`config.mk`:
```
export PLATFORM = sky130hd
export DESIGN_NAME = washing_machine_ctrl
export DESIGN_NICKNAME = d
export VERILOG_FILES = /design/src/rtl/wm_pkg.sv /design/src/rtl/wm_phase_timer.sv /design/src/rtl/washing_machine_ctrl.sv
export SDC_FILE = /design/constraint.sdc
export NUM_CORES = 1
export LEC_CHECK = 0
export BUFFER_PORTS_ARGS = -buffer_cell sky130_fd_sc_hd__buf_2
export CORE_MARGIN = 2
export CORE_UTILIZATION = 53
export CTS_CLUSTER_SIZE = 20
export DETAILED_ROUTE_END_ITERATION = 10
export HOLD_SLACK_MARGIN = 0.15
export MAX_ROUTING_LAYER = met4
export PLACE_DENSITY = 0.81
export SETUP_SLACK_MARGIN = 0.05
export SYNTH_ARGS = -nofsm -noshare
export SYNTH_HDL_FRONTEND = slang
export SYNTH_HIERARCHICAL = 1
export SYNTH_SLANG_ARGS = --single-unit
```
`constraint.sdc`:
```
create_clock -name clk -period 3.9 [get_ports clk]
set_input_delay 0.39 -clock clk [delete_from_list [all_inputs] [get_ports clk]]
set_output_delay 0.39 -clock clk [all_outputs]
set_load 0.05 [all_outputs]
```
`src/rtl/wm_pkg.sv`:
```
// Shared definitions for the washing machine controller:
// state codes and default phase durations.
package wm_pkg;

  typedef enum logic [2:0] {
    ST_IDLE  = 3'b000,
    ST_FILL  = 3'b001,
    ST_WASH  = 3'b010,
    ST_RINSE = 3'b011,
    ST_SPIN  = 3'b100,
    ST_DONE  = 3'b101
  } state_t;

  localparam int unsigned FILL_CYCLES_D  = 3;
  localparam int unsigned WASH_CYCLES_D  = 6;
  localparam int unsigned RINSE_CYCLES_D = 4;
  localparam int unsigned SPIN_CYCLES_D  = 3;
  localparam int unsigned DONE_CYCLES_D  = 2;
  localparam int unsigned TIMER_W_D      = 8;

endpackage

```
`src/rtl/wm_phase_timer.sv`:
```
// Phase timer: counts cycles spent in the current state.
// Ports: clk, reset (sync, active-low), clear, length -> expired.
module wm_phase_timer #(
  parameter int unsigned TIMER_W = 8
) (
  input  logic               clk,
  input  logic               reset,
  input  logic               clear,
  input  logic [TIMER_W-1:0] length,
  output logic               expired
);

  localparam logic [TIMER_W-1:0] ONE = {{(TIMER_W-1){1'b0}}, 1'b1};

  logic [TIMER_W-1:0] cnt;

  // expired marks the last cycle of the phase. A length of
  // 2**TIMER_W truncates to 0, and 0-1 is all-ones, so the
  // full range still works.
  assign expired = (cnt == (length - ONE));

  // Saturates on the last count so it never wraps.
  always_ff @(posedge clk) begin
    if (!reset || clear) begin
      cnt <= '0;
    end else if (!expired) begin
      cnt <= cnt + ONE;
    end
  end

endmodule

```
`src/rtl/washing_machine_ctrl.sv`:
```
// Washing machine sequencer: IDLE->FILL->WASH->RINSE->SPIN->DONE.
// Ports: clk, reset, start, stop -> actuators, done, state code.
module washing_machine_ctrl
  import wm_pkg::*;
#(
  parameter int unsigned FILL_CYCLES  = FILL_CYCLES_D,
  parameter int unsigned WASH_CYCLES  = WASH_CYCLES_D,
  parameter int unsigned RINSE_CYCLES = RINSE_CYCLES_D,
  parameter int unsigned SPIN_CYCLES  = SPIN_CYCLES_D,
  parameter int unsigned DONE_CYCLES  = DONE_CYCLES_D,
  parameter int unsigned TIMER_W      = TIMER_W_D
) (
  input  logic       clk,
  input  logic       reset,
  input  logic       start,
  input  logic       stop,
  output logic       fill_valve,
  output logic       motor,
  output logic       drain_valve,
  output logic       soap_dispenser,
  output logic       done,
  output logic [2:0] state
);

  state_t             cur;
  state_t             nxt;
  logic               expired;
  logic               clear;
  logic [TIMER_W-1:0] len;

  always_ff @(posedge clk) begin
    if (!reset) begin
      cur <= ST_IDLE;
    end else begin
      cur <= nxt;
    end
  end

  always_comb begin
    nxt = cur;
    if (stop) begin
      nxt = ST_IDLE;
    end else begin
      unique case (cur)
        ST_IDLE:  if (start)   nxt = ST_FILL;
        ST_FILL:  if (expired) nxt = ST_WASH;
        ST_WASH:  if (expired) nxt = ST_RINSE;
        ST_RINSE: if (expired) nxt = ST_SPIN;
        ST_SPIN:  if (expired) nxt = ST_DONE;
        ST_DONE:  if (expired) nxt = ST_IDLE;
        default:  nxt = ST_IDLE;
      endcase
    end
  end

  // Timer restarts whenever the state is about to change.
  assign clear = (nxt != cur);

  always_comb begin
    len = TIMER_W'(1);
    unique case (cur)
      ST_FILL:  len = TIMER_W'(FILL_CYCLES);
      ST_WASH:  len = TIMER_W'(WASH_CYCLES);
      ST_RINSE: len = TIMER_W'(RINSE_CYCLES);
      ST_SPIN:  len = TIMER_W'(SPIN_CYCLES);
      ST_DONE:  len = TIMER_W'(DONE_CYCLES);
      default:  len = TIMER_W'(1);
    endcase
  end

  wm_phase_timer #(
    .TIMER_W (TIMER_W)
  ) u_timer (
    .clk     (clk),
    .reset   (reset),
    .clear   (clear),
    .length  (len),
    .expired (expired)
  );

  always_comb begin
    fill_valve     = 1'b0;
    motor          = 1'b0;
    drain_valve    = 1'b0;
    soap_dispenser = 1'b0;
    done           = 1'b0;
    unique case (cur)
      ST_FILL: begin
        fill_valve = 1'b1;
      end
      ST_WASH: begin
        motor          = 1'b1;
        soap_dispenser = 1'b1;
      end
      ST_RINSE: begin
        motor      = 1'b1;
        fill_valve = 1'b1;
      end
      ST_SPIN: begin
        motor       = 1'b1;
        drain_valve = 1'b1;
      end
      ST_DONE: begin
        done = 1'b1;
      end
      default: ;
    endcase
  end

  assign state = cur;

endmodule

```
Word-level counts from Yosys, hierarchy flattened. Cells that the tools add are included.

$add $sub $neg: 2. Equality and inequality tests: 7. Mux-type cells: 14. Reduce and logical (&&, ||, !) cells: 6.

Operators with widths (number): 2-to-1 mux 3 bit (7); one-hot mux 3 bit (6 select lines) (1); one-hot mux 3 bit (4 select lines) (1); adder 8 x 1 -> 8 bit, second input constant (1); equality test 8 bit (1); equality test 3 x 2 -> 1 bit, second input constant (2); equality test 3 bit, second input constant (2); 2-to-1 mux 1 bit (5); OR reduction 2 bit (2); subtractor 3 x 1 -> 4 bit, second input constant (1); equality test 3 x 1 -> 1 bit, second input constant (1); zero test 3 bit (1); inequality test 3 bit (1); OR reduction 3 bit (1); zero test 1 bit (1); logical OR 1 bit (1).

Flip-flop bits (word level): 11. Input port bits: 4. Output and inout bits: 8. Word-level logic and storage cells: 31.

Logic depth before layout (Yosys ltp).
Depth in word-level cells: 10. Depth in mapped cells: 17. Gate-level depth less buffers: 14.

Hierarchy. Netlist, hierarchy kept.

By module, submodules not included: wm_phase_timer (times used 1, cells each 79, area an instance 684.4 µm², sequential area each 160.2 µm²); washing_machine_ctrl (times used 1, cells each 35, area an instance 275.3 µm², sequential area each 60.1 µm²).

Worst setup path before layout. Ideal clock, no wire load.

Path kind: register to register. From: register cur[2] (netlist: state[2]). To: register u_timer.cnt[2]. Setup time: 0.070 ns. Arrival time: 3.959 ns. Slack: -0.129 ns. Stages on the path, launching flop included: 15. Clock period less this slack: 4.029 ns. Cell sequence: dfxtp_1 nor2b_1 and2_1 nor2_1 or4_4 o211a_1 a311oi_2 a211oi_2 buf_6 o22ai_1 o41ai_2 o32a_2 nand2b_1 clkdlybuf4s25_2 a21oi_1.

Cells in the longest elaborated chain, start to end: 10.

Ends and longest elaborated chain: start: declaration (line washing_machine_ctrl.sv:25) `state_t cur;`; start signal: assignment (line washing_machine_ctrl.sv:35) `cur <= nxt;`; equality test 3 bit / equality test 3 x 1 -> 1 bit (equally long branches) (line washing_machine_ctrl.sv:61) `unique case (cur)`; OR reduction 2 bit (no source line); one-hot mux 3 bit (4 select lines) * (line washing_machine_ctrl.sv:61); via len[0] (line washing_machine_ctrl.sv:29) `logic [TIMER_W-1:0] len;`; subtractor 3 x 1 -> 4 bit * (line wm_phase_timer.sv:20) `assign expired = (cnt == (length - ONE));`; equality test 8 bit * (line wm_phase_timer.sv:20); via expired (line washing_machine_ctrl.sv:27) `logic expired;`; 2-to-1 mux 3 bit, on equally long branches; one-hot mux 3 bit (6 select lines) * (line washing_machine_ctrl.sv:44) `unique case (cur)`; 2-to-1 mux 3 bit * (line washing_machine_ctrl.sv:41) `if (stop) begin`; inequality test 3 bit * (line washing_machine_ctrl.sv:57) `assign clear = (nxt != cur);`; via clear (line washing_machine_ctrl.sv:28) `logic clear;`; logical OR 1 bit * (line wm_phase_timer.sv:24) `if (!reset || clear) begin`; end signal: assignment (line wm_phase_timer.sv:27) `cnt <= cnt + ONE;`; end: declaration (line wm_phase_timer.sv:15) `logic [TIMER_W-1:0] cnt;`.

The timed path passes the listed nets; every way through them passes the cells marked *. A chain may end at the register's enable or synchronous reset.

Worst setup path after layout.
From: register cur[1] (netlist: state[1]). To: register u_timer.cnt[1].

Same word-level chain as after synthesis.

==> flow_metrics.env <==
export IMPL_drc=0
export IMPL_grtUsageTotal_pct=21.9
export IMPL_p_switching_w=0.0000654
export IMPL_grt_pass1_vias=775
export IMPL_overflow=0
export IMPL_maxUsedRoutingLayer="met4"
export IMPL_synth_edf_count=0
export IMPL_wl_met2_um=997
export IMPL_antenna_cells=0
export IMPL_clockRootBuffer="clkbuf_4"
export IMPL_cts_resized=0
export IMPL_path_common_cell="nor2_1"
export IMPL_power_density_mw_per_mm2=218
export IMPL_finalSetupViolCount=0
export IMPL_htreeDepth=1
export IMPL_ys_seq_area_share_pct=22.9
export IMPL_max_stage_delay_ns=0.56
export IMPL_nets=148
export IMPL_fillers=146
export IMPL_dieArea_sq_mm=0.00217
export IMPL_mostFrequentLayoutCells="17 x conb_1, 12 x nor2_1, 11 x buf_2"
export IMPL_cts_tree="done"
export IMPL_grt_pass1_wl_um=3240
export IMPL_total_power_w=0.000237
export IMPL_tns_ns=0
export IMPL_status="completed"
export IMPL_holdBufCountCts=0
export IMPL_place_gp_congestion=0.842
export IMPL_crit_fanout=11
export IMPL_crit_type="reg -> reg"
export IMPL_hold_path_class="in -> reg"
export IMPL_clk_latency_ns=0.26
export IMPL_dieWidth_um=46.6
export IMPL_worstSetupStartpointType="flip-flop"
export IMPL_synth_warnings=6
export IMPL_drive_gt1_share_pct=21.3
export IMPL_wl_per_cell_um=12.0
export IMPL_clk_pin_slew_ns=0.07
export IMPL_cpLargestDelayFamily="compound AO/OA/AOI/OAI gates"
export IMPL_antenna_found_initial=0
export IMPL_vias_per_cell=5.43
export IMPL_wl_met3_um=72
export IMPL_die_height_um=46.6
export IMPL_path_buf_inv=1
export IMPL_first_pass_iters=4
export IMPL_power_internal_w=0.000172
export IMPL_synthFlopType="dfxtp_1"
export IMPL_syn_inst=114
export IMPL_clkPwrFrac_pct=32.4
export IMPL_p_leak_nw=0.468
export IMPL_ys_types=44
export IMPL_syn2layout_area_growth_pct=13.3
export IMPL_vias=902
export IMPL_core_sq_mm=0.00171
export IMPL_min_period_ns=3.46
export IMPL_final_common_cell="conb_1"
export IMPL_crit_chain="nor2b_1 -> and2_1 -> nor2_1 -> inv_1 -> ha_1 -> xnor2_1 -> a211oi_1 -> o311ai_2 -> a211oi_2 -> o22ai_1 -> o41ai_2 -> o32a_2 -> nand2b_1 -> nor2_1"
export IMPL_timing_clock_skew_ns=0.000785
export IMPL_dp_slack_ns=0.501
export IMPL_grt_max_degree=14
export IMPL_drv_slew=0
export IMPL_syn_mean_instance_area_sq_um=8.42
export IMPL_hpwl_um=1530
export IMPL_drv_cap=0
export IMPL_hold_viol=0
export IMPL_hold_ws_ns=0.430
export IMPL_synth_seq_cells=11
export IMPL_switching_share_pct=27.6
export IMPL_synth_async_reset_ratio_pct=0
export IMPL_period_share_pct=88.6
export IMPL_ir_drop_mv=0.219
export IMPL_dp_cells=162
export IMPL_crit_slowest_cell="dfxtp_1"
export IMPL_max_freq_mhz=289
export IMPL_end_kind="flip-flop"
export IMPL_p_seq_share_pct=51.2
export IMPL_drt_initial_drc_count=27
export IMPL_post_cts_buffers=0
export IMPL_clock_path_buffers=2
export IMPL_seqCellArea_sq_um=223
export IMPL_cp_required_ns=4.05
export IMPL_p_comb_share_pct=16.4
export IMPL_drt_wl_total_um=1990
export IMPL_clkSinkCount=11
export IMPL_rsz0062_at_grt="no"
export IMPL_syn_area_sq_um=960
export IMPL_numCtsBuffers=3
export IMPL_numPortBuffers=11
export IMPL_m1WireLength_um=874
export IMPL_ant_nets=0
export IMPL_initial_utilization_pct=56.2
export IMPL_num_io_pins=12
export IMPL_multi_input_area_sq_um=722
export IMPL_fin_ws_ns=0.443
export IMPL_arrival_ns=3.61
export IMPL_num_rows=15
export IMPL_finalNonFillerCells=166
[cells by family (layout without fill, tap and decap cells)]
logic type | count (synthesis) | after routing | synth area share, %
buf+inv | 11 | 22 | 8.08
xor+xnor | 11 | 11 | 11.7
compound gates | 28 | 28 | 21.6
other cells | 1 | 17 | 0.391
mux | 3 | 3 | 3.13
simple gates | 47 | 47 | 29.5
flops | 11 | 11 | 22.9
fa+ha+maj | 2 | 2 | 2.61
[layout make-up]
type,instances,share of cell area [%]
Tap cell,25,2.88
Inverter,6,2.07
Multi-Input combinational cell,108,66.4
Sequential cell,11,20.5
Clock buffer,4,2.42
Timing Repair Buffer,12,5.75
[synth_stat cells (all sizes together) (2+ instances only)]
library cell   n  area, sq um
a211oi         2         20.0
a21oi          9         45.0
and2b          2         17.5
and3           2         12.5
buf            3         33.8
dfxtp         11          220
ha             2         25.0
inv            6         22.5
mux2i          3         30.0
nand2          2         7.51
nand2b         6         47.5
nand3          5         25.0
nor2          12         45.0
nor3           3         15.0
nor4           2         12.5
o211a          2         20.0
o21ai          7         35.0
or3            5         31.3
xnor2          6         52.6
xor2           4         35.0
[tightest hold or removal path: stages]
cell and delay, ns:
buf_2 0.10, nand2b_1 0.10, nor2_1 0.06
[per-stage QoR]
step | utilization [%] | area, sq um
after floorplan | - | 1020
after global placement | 62.1 | 1060
after detailed placement | 62.1 | 1060
after CTS | 63.7 | 1090
after global routing | 63.7 | 1090
final | 63.7 | 1090
[power groups by stage]
stage / clock, W / sequential, W / combinational, W
floorplan: 0 / 0.000123 / 0.0000331
CTS: 0.0000804 / 0.000121 / 0.0000381
global route: 0.0000853 / 0.000122 / 0.0000431
finish: 0.0000767 / 0.000121 / 0.0000389
global placement: 0 / 0.000124 / 0.0000361
detailed placement: 0 / 0.000124 / 0.0000380
[sequential cells by signal (all words and copies together), names as in the netlist]
register	cells
state	3
u_timer/cnt	8
[path summary, 6_finish.rpt]
kind | from | endpoint | slack [ns] | depth (start not counted)
setup / recovery | state[1] | u_timer/cnt[1] | 0.44 | 14
hold / removal | reset | state[2] | 0.43 | 3
setup reg to reg | state[1] | u_timer/cnt[1] | 0.44 | 14
hold reg to reg | u_timer/cnt[6] | u_timer/cnt[6] | 0.49 | 2
[per-layer routing]
metal | vias up | GRT usage (%)
li1 | 453 | -
met1 | 418 | 26.1
met2 | 25 | 35.0
met3 | 6 | 1.18
met4 | 0 | 14.9
met5 | - | -
Power figures use the tool's default switching activity.
